## config.mk

```make
export PLATFORM = sky130hd
export DESIGN_NAME = bdm_target
export DESIGN_NICKNAME = d
export VERILOG_FILES = /design/src/rtl/bdm_target_pkg.sv /design/src/rtl/bdm_target_edge_sync.sv /design/src/rtl/bdm_target.sv
export SDC_FILE = /design/constraint.sdc
export NUM_CORES = 1
export LEC_CHECK = 0
export CORE_UTILIZATION = 60
export DETAILED_ROUTE_END_ITERATION = 7
export DONT_BUFFER_PORTS = 1
export PLACE_DENSITY = 0.76
export SKIP_CTS_REPAIR_TIMING = 1
export SLEW_MARGIN = 20
export SYNTH_ARGS = -nofsm -noshare
export SYNTH_HDL_FRONTEND = slang
export SYNTH_SLANG_ARGS = --single-unit
```

## constraint.sdc

```tcl
create_clock -name clk -period 5.15 [get_ports clk]
set_clock_uncertainty 0.05 [all_clocks]
set_input_delay 0 -clock clk [delete_from_list [all_inputs] [get_ports clk]]
set_output_delay 0 -clock clk [all_outputs]
set_load 0.05 [all_outputs]
```

## src/rtl/bdm_target_pkg.sv

```systemverilog
// Shared BDM target definitions: FSM states, default BDC timing, helpers.
// Optional SYNC response is enabled by defining BDM_TGT_SYNC_RESP_EN.
`timescale 1ns/1ps
package bdm_target_pkg;

  typedef enum logic [2:0] {
    ST_IDLE,
    ST_LOW,
    ST_HOLD,
    ST_WAIT_HIGH,
    ST_SYNC_WAIT_HIGH,
    ST_SYNC_DELAY,
    ST_SYNC_DRIVE
  } bdm_state_e;

  localparam int unsigned BDC_DIV_DEF        = 8;
  localparam int unsigned MIN_LOW_DEF        = 2;
  localparam int unsigned SAMPLE_BDC_DEF     = 10;
  localparam int unsigned HOLD_BDC_DEF       = 13;
  localparam int unsigned SYNC_MIN_BDC_DEF   = 128;
  localparam int unsigned SYNC_DELAY_BDC_DEF = 16;
  localparam int unsigned SYNC_PULSE_BDC_DEF = 128;

  function automatic logic [15:0] sat_inc(
    input logic [15:0] v
  );
    return (v == 16'hFFFF) ? v : v + 16'd1;
  endfunction

endpackage

```

## src/rtl/bdm_target_edge_sync.sv

```systemverilog
// bkgd input synchronizer (2 FF) with rise/fall pulses on the synced level.
// Idles high so a reset release on an idle line produces no edge.
`timescale 1ns/1ps
module bdm_target_edge_sync (
  input  logic clk,
  input  logic rst_n,
  input  logic d_i,
  output logic lvl_o,
  output logic rise_o,
  output logic fall_o
);

  logic meta_q;
  logic lvl_q;
  logic prev_q;

  always_ff @(posedge clk or negedge rst_n) begin
    if (!rst_n) begin
      meta_q <= 1'b1;
      lvl_q  <= 1'b1;
      prev_q <= 1'b1;
    end else begin
      meta_q <= d_i;
      lvl_q  <= meta_q;
      prev_q <= lvl_q;
    end
  end

  assign lvl_o  = lvl_q;
  assign rise_o = lvl_q & ~prev_q;
  assign fall_o = ~lvl_q & prev_q;

endmodule

```

## src/rtl/bdm_target.sv

```systemverilog
// Target-side single-wire BDM responder: rx/tx bit slots and SYNC detect.
// Define BDM_TGT_SYNC_RESP_EN to answer SYNC with a timed low pulse.
`timescale 1ns/1ps
module bdm_target
  import bdm_target_pkg::*;
#(
  parameter int unsigned BDC_DIV        = BDC_DIV_DEF,
  parameter int unsigned MIN_LOW        = MIN_LOW_DEF,
  parameter int unsigned SAMPLE_BDC     = SAMPLE_BDC_DEF,
  parameter int unsigned HOLD_BDC       = HOLD_BDC_DEF,
  parameter int unsigned SYNC_MIN_BDC   = SYNC_MIN_BDC_DEF,
  parameter int unsigned SYNC_DELAY_BDC = SYNC_DELAY_BDC_DEF,
  parameter int unsigned SYNC_PULSE_BDC = SYNC_PULSE_BDC_DEF
) (
  input  logic       clk,
  input  logic       rst_n,
  input  logic       bkgd_in,
  output logic       bkgd_out,
  output logic       bkgd_is_high_z,
  output logic [7:0] rx_data,
  output logic       rx_valid,
  input  logic [7:0] tx_data,
  input  logic       tx_load,
  output logic       tx_busy,
  output logic       tx_done,
  output logic       sync_seen
);

  localparam logic [15:0] T_MIN    = 16'(MIN_LOW);
  localparam logic [15:0] T_SAMPLE = 16'(SAMPLE_BDC * BDC_DIV);
  localparam logic [15:0] T_HOLD   = 16'(HOLD_BDC * BDC_DIV);
  localparam logic [15:0] T_SYNC   = 16'(SYNC_MIN_BDC * BDC_DIV);
  localparam logic [15:0] T_DELAY  = 16'(SYNC_DELAY_BDC * BDC_DIV);
  localparam logic [15:0] T_PULSE  = 16'(SYNC_PULSE_BDC * BDC_DIV);

  logic lvl;
  logic rise;
  logic fall;

  bdm_target_edge_sync u_sync (
    .clk    (clk),
    .rst_n  (rst_n),
    .d_i    (bkgd_in),
    .lvl_o  (lvl),
    .rise_o (rise),
    .fall_o (fall)
  );

  bdm_state_e  state_q, state_d;
  logic [15:0] cnt_q, cnt_d;
  logic [2:0]  bit_cnt_q, bit_cnt_d;
  logic [6:0]  rx_sh_q, rx_sh_d;
  logic [7:0]  rx_data_q, rx_data_d;
  logic        rx_valid_q, rx_valid_d;
  logic [7:0]  tx_sh_q, tx_sh_d;
  logic        tx_busy_q, tx_busy_d;
  logic        tx_done_q, tx_done_d;
  logic        sync_seen_q, sync_seen_d;
  logic        slot_tx_q, slot_tx_d;
  logic        drive_q, drive_d;
  logic        in_slot;

  always_comb begin
    state_d     = state_q;
    cnt_d       = sat_inc(cnt_q);
    bit_cnt_d   = bit_cnt_q;
    rx_sh_d     = rx_sh_q;
    rx_data_d   = rx_data_q;
    rx_valid_d  = 1'b0;
    tx_sh_d     = tx_sh_q;
    tx_busy_d   = tx_busy_q;
    tx_done_d   = 1'b0;
    sync_seen_d = 1'b0;
    slot_tx_d   = slot_tx_q;
    drive_d     = drive_q;
    in_slot     = (state_q == ST_LOW)
               || (state_q == ST_HOLD)
               || (state_q == ST_WAIT_HIGH);

    unique case (state_q)
      ST_IDLE: begin
        cnt_d = '0;
        if (fall) begin
          state_d   = ST_LOW;
          cnt_d     = 16'd1;
          slot_tx_d = tx_busy_q;
        end
      end
      ST_LOW: begin
        if (rise && (cnt_q <= T_MIN)) begin
          state_d = ST_IDLE;
        end else if (cnt_q == T_SAMPLE) begin
          if (slot_tx_q) begin
            state_d = ST_HOLD;
            drive_d = ~tx_sh_q[7];
          end else begin
            state_d = ST_WAIT_HIGH;
            // a load mid-slot already discarded this byte
            if (!tx_busy_q) begin
              rx_sh_d   = {rx_sh_q[5:0], lvl};
              bit_cnt_d = bit_cnt_q + 3'd1;
              if (bit_cnt_q == 3'd7) begin
                rx_data_d  = {rx_sh_q, lvl};
                rx_valid_d = 1'b1;
              end
            end
          end
        end
      end
      ST_HOLD: begin
        if (cnt_q == T_HOLD) begin
          state_d   = ST_WAIT_HIGH;
          drive_d   = 1'b0;
          tx_sh_d   = {tx_sh_q[6:0], 1'b0};
          bit_cnt_d = bit_cnt_q + 3'd1;
          if (bit_cnt_q == 3'd7) begin
            tx_done_d = 1'b1;
            tx_busy_d = 1'b0;
          end
        end
      end
      ST_WAIT_HIGH: begin
        if (lvl) state_d = ST_IDLE;
      end
      ST_SYNC_WAIT_HIGH: begin
        if (lvl) begin
`ifdef BDM_TGT_SYNC_RESP_EN
          state_d = ST_SYNC_DELAY;
          cnt_d   = 16'd1;
`else
          state_d = ST_IDLE;
`endif
        end
      end
      ST_SYNC_DELAY: begin
        if (cnt_q == T_DELAY) begin
          state_d = ST_SYNC_DRIVE;
          drive_d = 1'b1;
          cnt_d   = 16'd1;
        end
      end
      ST_SYNC_DRIVE: begin
        if (cnt_q == T_PULSE) begin
          state_d = ST_IDLE;
          drive_d = 1'b0;
        end
      end
      default: state_d = ST_IDLE;
    endcase

    if (tx_load && !tx_busy_q) begin
      tx_sh_d   = tx_data;
      tx_busy_d = 1'b1;
      bit_cnt_d = '0;
    end

    // SYNC wins over everything in the slot, including a fresh load
    if (in_slot && !lvl && (cnt_q == T_SYNC)) begin
      state_d     = ST_SYNC_WAIT_HIGH;
      drive_d     = 1'b0;
      bit_cnt_d   = '0;
      tx_busy_d   = 1'b0;
      tx_done_d   = 1'b0;
      rx_valid_d  = 1'b0;
      sync_seen_d = 1'b1;
    end
  end

  always_ff @(posedge clk or negedge rst_n) begin
    if (!rst_n) begin
      state_q     <= ST_IDLE;
      cnt_q       <= '0;
      bit_cnt_q   <= '0;
      rx_sh_q     <= '0;
      rx_data_q   <= '0;
      rx_valid_q  <= 1'b0;
      tx_sh_q     <= '0;
      tx_busy_q   <= 1'b0;
      tx_done_q   <= 1'b0;
      sync_seen_q <= 1'b0;
      slot_tx_q   <= 1'b0;
      drive_q     <= 1'b0;
    end else begin
      state_q     <= state_d;
      cnt_q       <= cnt_d;
      bit_cnt_q   <= bit_cnt_d;
      rx_sh_q     <= rx_sh_d;
      rx_data_q   <= rx_data_d;
      rx_valid_q  <= rx_valid_d;
      tx_sh_q     <= tx_sh_d;
      tx_busy_q   <= tx_busy_d;
      tx_done_q   <= tx_done_d;
      sync_seen_q <= sync_seen_d;
      slot_tx_q   <= slot_tx_d;
      drive_q     <= drive_d;
    end
  end

  assign bkgd_out       = 1'b0;
  assign bkgd_is_high_z = ~drive_q;
  assign rx_data        = rx_data_q;
  assign rx_valid       = rx_valid_q;
  assign tx_busy        = tx_busy_q;
  assign tx_done        = tx_done_q;
  assign sync_seen      = sync_seen_q;

endmodule

```

# After elaboration in Yosys (flattened, before gate mapping)
# Cells that the tools add are included.
[totals]
ff_bits = 54
in_bits = 12
out_inout_bits = 14
word_cells = 127
[op_classes]
n_addsub = 2
n_lt_le_gt_ge = 1
eq_ne = 26
muxes = 49
bitwise = 9
reduce_logical = 25
[op_table]
columns = ["op", "n"]
rows = [
  ["$mux 3", 15],
  ["$eq 16x7->1 const B", 2],
  ["$mux 16", 2],
  ["$pmux 16 s2", 1],
  ["$mux 1", 25],
  ["$mux 8", 3],
  ["$pmux 3 s6", 1],
  ["$reduce_and 6->1", 3],
  ["$add 16x1->16 const B", 1],
  ["$eq 16x11->1 const B", 1],
  ["$eq 16x16->1 const B", 1],
  ["$eq 16x8->1 const B", 1],
  ["$le 16x2->1 const B", 1],
  ["$eq 3x3->1 const B", 4],
  ["$ne 4x1->1 const B", 3],
  ["$ne 4x2->1 const B", 3],
  ["$ne 3x1->1 const B", 3],
  ["$ne 3x3->1 const B", 3],
  ["$reduce_bool 3->1", 3],
  ["$not 1->1", 7],
  ["$reduce_and 7->1", 1],
  ["$eq 3x2->1 const B", 2],
  ["$ne 3x2->1 const B", 2],
  ["$pmux 3 s2", 1],
  ["15 further kinds", 23],
]

# Depth between registers and ports, before layout
[logic_depth]
word_depth = 8
mapped_depth = 9
ltp_nobuf = 8

# Cells and area by module
# From an unflattened synthesis, not the netlist that was laid out.
[unflattened]
hier_cells = 275
area_unflattened_um2 = 2872.8
[by_module_without_submodules]
columns = ["mod", "instances", "cells_each", "area_per_inst_um2", "seq_area_each_um2"]
rows = [
  ["bdm_target", 1, 270, 2778.9, 1276.2],
  ["bdm_target_edge_sync", 1, 5, 93.8, 78.8],
]

# Least setup slack after synthesis
# No wires, ideal clock.
[synth_timing]
path_kind = "reg-to-reg"
start = "reg cnt_q[1]"
end = "reg state_q[1]"
setup_ns = 0.120
arrival_ns = 1.821
required_time_ns = 4.980
slack_ns = 3.160
stages_incl_launch_ff = 9
path_cell_list = "dfrtp_1 -> inv_1 -> ha_1 -> and3b_1 -> and3_2 -> a211o_2 -> o211ai_2 -> nor4_1 -> a31o_1"
[synth_via]
elab_chain_cells = 5
word_cells_on_any_way = 17
classes_between = "order compare: 1; eq/ne: 10; mux: 3; reduce/logical: 3"
[synth_lines]
columns = ["item", "line_no", "source"]
rows = [
  ["from (decl)", "bdm_target.sv:50", "logic [15:0] cnt_q, cnt_d;"],
  ["from (signal assigned)", "bdm_target.sv:185", "cnt_q <= cnt_d;"],
  ["$le 16x2->1", "bdm_target.sv:90", "if (rise && (cnt_q <= T_MIN)) begin"],
  ["$logic_and 1x1->1", "bdm_target.sv:90", ""],
  ["$mux 3", "bdm_target.sv:90", ""],
  ["$pmux 3 s6", "bdm_target.sv:80", "unique case (state_q)"],
  ["$mux 3", "bdm_target.sv:158", "if (in_slot && !lvl && (cnt_q == T_SYNC)) begin"],
  ["to (signal assigned)", "bdm_target.sv:184", "state_q <= state_d;"],
  ["to (decl)", "bdm_target.sv:49", "bdm_state_e state_q, state_d;"],
]
# Several ways; a longest one is shown, not always the timed one.
# A chain may end at the register's enable or synchronous reset.

# Final worst setup path
[layout_timing]
start = "reg cnt_q[13]"
end = "reg cnt_q[15]"
[layout_via]
elab_chain_cells = 4
word_cells_on_any_way = 6
classes_between = "add/sub: 1; eq/ne: 2; mux: 3"
[layout_lines]
columns = ["item", "line_no", "source"]
rows = [
  ["$add 16x1->16 / $eq 16x16->1 (equally long branches)", "bdm_target_pkg.sv:27", "return (v == 16'hFFFF) ? v : v + 16'd1;"],
  ["$mux 16", "bdm_target_pkg.sv:27", ""],
  ["$mux 16", "bdm_target.sv:136", "if (cnt_q == T_DELAY) begin"],
  ["$pmux 16 s2 *", "bdm_target.sv:80", ""],
  ["named net cnt_d[15]", "bdm_target.sv:50", ""],
]
# Mark *: on every way through the listed nets, which the timed path passes. The rest lies on a longest branch.

==> results.json <==
{
  "status": "complete, no violations",
  "synth_mux_area_share_pct": 10.3,
  "io_pins": 26,
  "cts_tree": "yes",
  "combPwrFrac_pct": 29.0,
  "clkPwrFrac_pct": 20.6,
  "syn-cell-area_um2": 2820,
  "synth-seq-cells": 54,
  "end_kind": "flop",
  "total_leakage_power_nw": 1.37,
  "switchingPower_uw": 388,
  "start_kind": "flop",
  "drt_iter0_drc": 135,
  "async_flop_share_pct": 100,
  "wire_per_inst_um": 15.4,
  "htree_levels": 2,
  "p_sw_share_pct": 35.2,
  "fin_crit_ps": 2490,
  "arrival_ps": 2600,
  "rsz0062_at_grt": "false",
  "grt_max_degree": 55,
  "viasPerCell": 5.95,
  "rows": 24,
  "clock_path_buffers": 2,
  "clock.fmax_mhz": 401,
  "maxCapViolCount": 0,
  "antenna-diode-count": 0,
  "internal_power_uw": 715,
  "yosys_warnings": 0,
  "hold_violations": 0,
  "relSlewSlack_pct": 34.2,
  "utilization_pct": 67.9,
  "synth_compound_area_share_pct": 8.55,
  "finish.instance_area_um2": 3020,
  "antenna_found_initial": 0,
  "avgSynthCellArea_um2": 10.7,
  "placedCellCount": 307,
  "synth_fa_ha_area_share_pct": 2.22,
  "track_usage_pct": 21.1,
  "vias": 1935,
  "initial_core_util_pct": 63.5,
  "drive_gt1_share_pct": 18.3,
  "finalMaxSlewViolations": 0,
  "yosys.area_share.simple_pct": 23.1,
  "grt_overflow": 0,
  "wl_um": 5000,
  "ys_seq_area_share_pct": 48.0,
  "finalNetCount": 290,
  "grt_pass1_vias": 1722,
  "fin_setup_tns_ps": 0,
  "crit_required_ps": 5260,
  "syn_inst": 265,
  "path_class": "flop to flop",
  "synth-edff-count": 0,
  "final_cell_mix": "dfrtp_1 (51), nor2_1 (28), nand2_1 (21)",
  "worstPathMaxFanout": 15,
  "clk_latency_ps": 310,
  "cts_sinks": 54,
  "fin_crit_sh_pct": 48.4,
  "synth_top_family_by_area": "simple AND/OR/NAND/NOR gates",
  "setup_violations": 0,
  "coreArea_um2": 4440,
  "synth_cell_types": 58,
  "gp_congestion": 0.936,
  "tightest_slew_ps": 983,
  "first_pass_iters": 4,
  "ant_nets": 0,
  "die_w_um": 70.6,
  "min_path_type": "input pin to flop",
  "irDropWorstVdd_uv": 297,
  "post_dp_cell_area_um2": 2810,
  "syn_nets": 282,
  "die_h_um": 70.6,
  "dpl.hpwl_um": 3370,
  "path_clk_slew_ps": 90,
  "mostFrequentLayoutCell": "dfrtp_1",
  "synth-xor-area-share_pct": 3.72,
  "fin_cells": 325,
  "grt_first_pass_wirelength_um": 8150,
  "die-area_um2": 4980,
  "p_per_area_nw_per_um2": 365,
  "seq_power_share_pct": 50.4,
  "synth_ff_type": "dfrtp_1",
  "drcViolationCount": 0,
  "cts_made_buffers": 5,
  "cts-root-buf": "clkbuf_8",
  "area_growth_syn_to_layout_pct": 6.91,
  "numPortBuffers": 0
}
==> through the flow <==
stage | hold WS (ps) | total power [mW] | setup WS, ps
floorplan | -346 | 0.825 | 3160
global placement | -344 | 0.857 | 2700
detailed placement | -344 | 0.866 | 2640
CTS | -691 | 1.10 | 2620
global route | 70.4 | 1.18 | 2350
finish | 78.1 | 1.10 | 2660
==> layer usage <==
metal,vias up,GRT usage (%),wire length (um)
met5,-,0,0
met4,0,7.33,51
met3,6,5.56,177
met2,38,32.5,2390
met1,940,29.3,2390
li1,951,-,-
==> worst max-delay path, stage by stage, from the launching register on <==
cell and delay, ps:
dfrtp_1 470, nor4_4 460, nand3_1 210, nor2_1 190, a21oi_1 80, nor2_1 760, nor2_1 120
==> Yosys cell counts, types with 2 or more instances <==
cell type	number	share of area, %
nand2b_1	2	0.44
nand3_1	8	1.4
a21boi_0	2	0.53
dfstp_2	3	2.8
inv_1	8	1.1
nor4_1	4	0.89
clkbuf_8	2	0.98
and3b_1	2	0.62
xor2_1	6	1.9
nor2_1	28	3.7
clkbuf_1	2	0.27
o211ai_1	3	0.80
mux2i_1	11	3.9
or2_2	2	0.44
and3_2	3	0.80
nand4_1	8	1.8
and3_1	2	0.44
ha_1	5	2.2
nor2b_1	2	0.44
buf_4	2	0.53
and3b_2	2	0.71
nor2_4	2	0.80
o21ai_0	14	2.5
nand3b_1	2	0.53
nor4_4	2	1.5
xnor2_1	6	1.9
mux2_2	16	6.4
dfrtp_1	51	45
nand2_1	21	2.8
buf_6	2	0.80
nor3_1	10	1.8
a21oi_1	6	1.1
==> registers in the layout, summed over array words and instances, names as in the netlist <==
| register | cells |
|---|---|
| rx_sh_q | 7 |
| state_q | 3 |
| drive_q | 1 |
| rx_data | 8 |
| tx_done | 1 |
| u_sync.meta_q | 1 |
| cnt_q | 16 |
| sync_seen | 1 |
| slot_tx_q | 1 |
| u_sync.lvl_o | 1 |
| u_sync.prev_q | 1 |
| tx_sh_q | 8 |
| tx_busy | 1 |
| rx_valid | 1 |
| bit_cnt_q | 3 |
==> cells by family (layout without fill, tap and decap cells) <==
logic type | Yosys count | after routing
buffers and inverters | 18 | 26
xor gates and xnor gates | 12 | 12
AOI/OAI and AO/OA | 36 | 36
adders and majority gates | 5 | 5
muxes | 27 | 27
DFF | 54 | 54
and+or+nand+nor | 112 | 112
other | 1 | 1
==> power groups by stage <==
stage / combinational (mW) / sequential [mW] / clock [mW]
after floorplan: 0.291 / 0.534 / 0
after global routing: 0.361 / 0.565 / 0.250
after CTS: 0.304 / 0.555 / 0.238
after detailed placement: 0.302 / 0.564 / 0
final: 0.320 / 0.556 / 0.228
after global placement: 0.295 / 0.562 / 0
==> final timing paths <==
kind	end	slack [ps]	depth (start not counted)	startpoint
worst max register to register	cnt_q[15]$_DFF_PN0_	2660	6	cnt_q[13]$_DFF_PN0_
max in group asynchronous	u_sync.prev_q$_DFF_PN1_	4600	2	rst_n
min in group asynchronous	cnt_q[6]$_DFF_PN0_	160	2	rst_n
worst min register to register	u_sync.lvl_o$_DFF_PN1_	310	0	u_sync.meta_q$_DFF_PN1_
worst min-delay path	tx_sh_q[6]$_DFFE_PN0P_	80	3	tx_load
worst max-delay path	cnt_q[15]$_DFF_PN0_	2660	6	cnt_q[13]$_DFF_PN0_
==> layout make-up <==
cell class              count  area [um^2]
flip-flops and latches     54         1360
repair buffers             11          128
clock buffers               5         68.8
well taps                  52         65.1
clock inverters             2         13.8
multi-input cells         193         1360
fillers                   359         1430
inverters                   8         30.0
No activity file was read; power rests on OpenSTA's default activity.
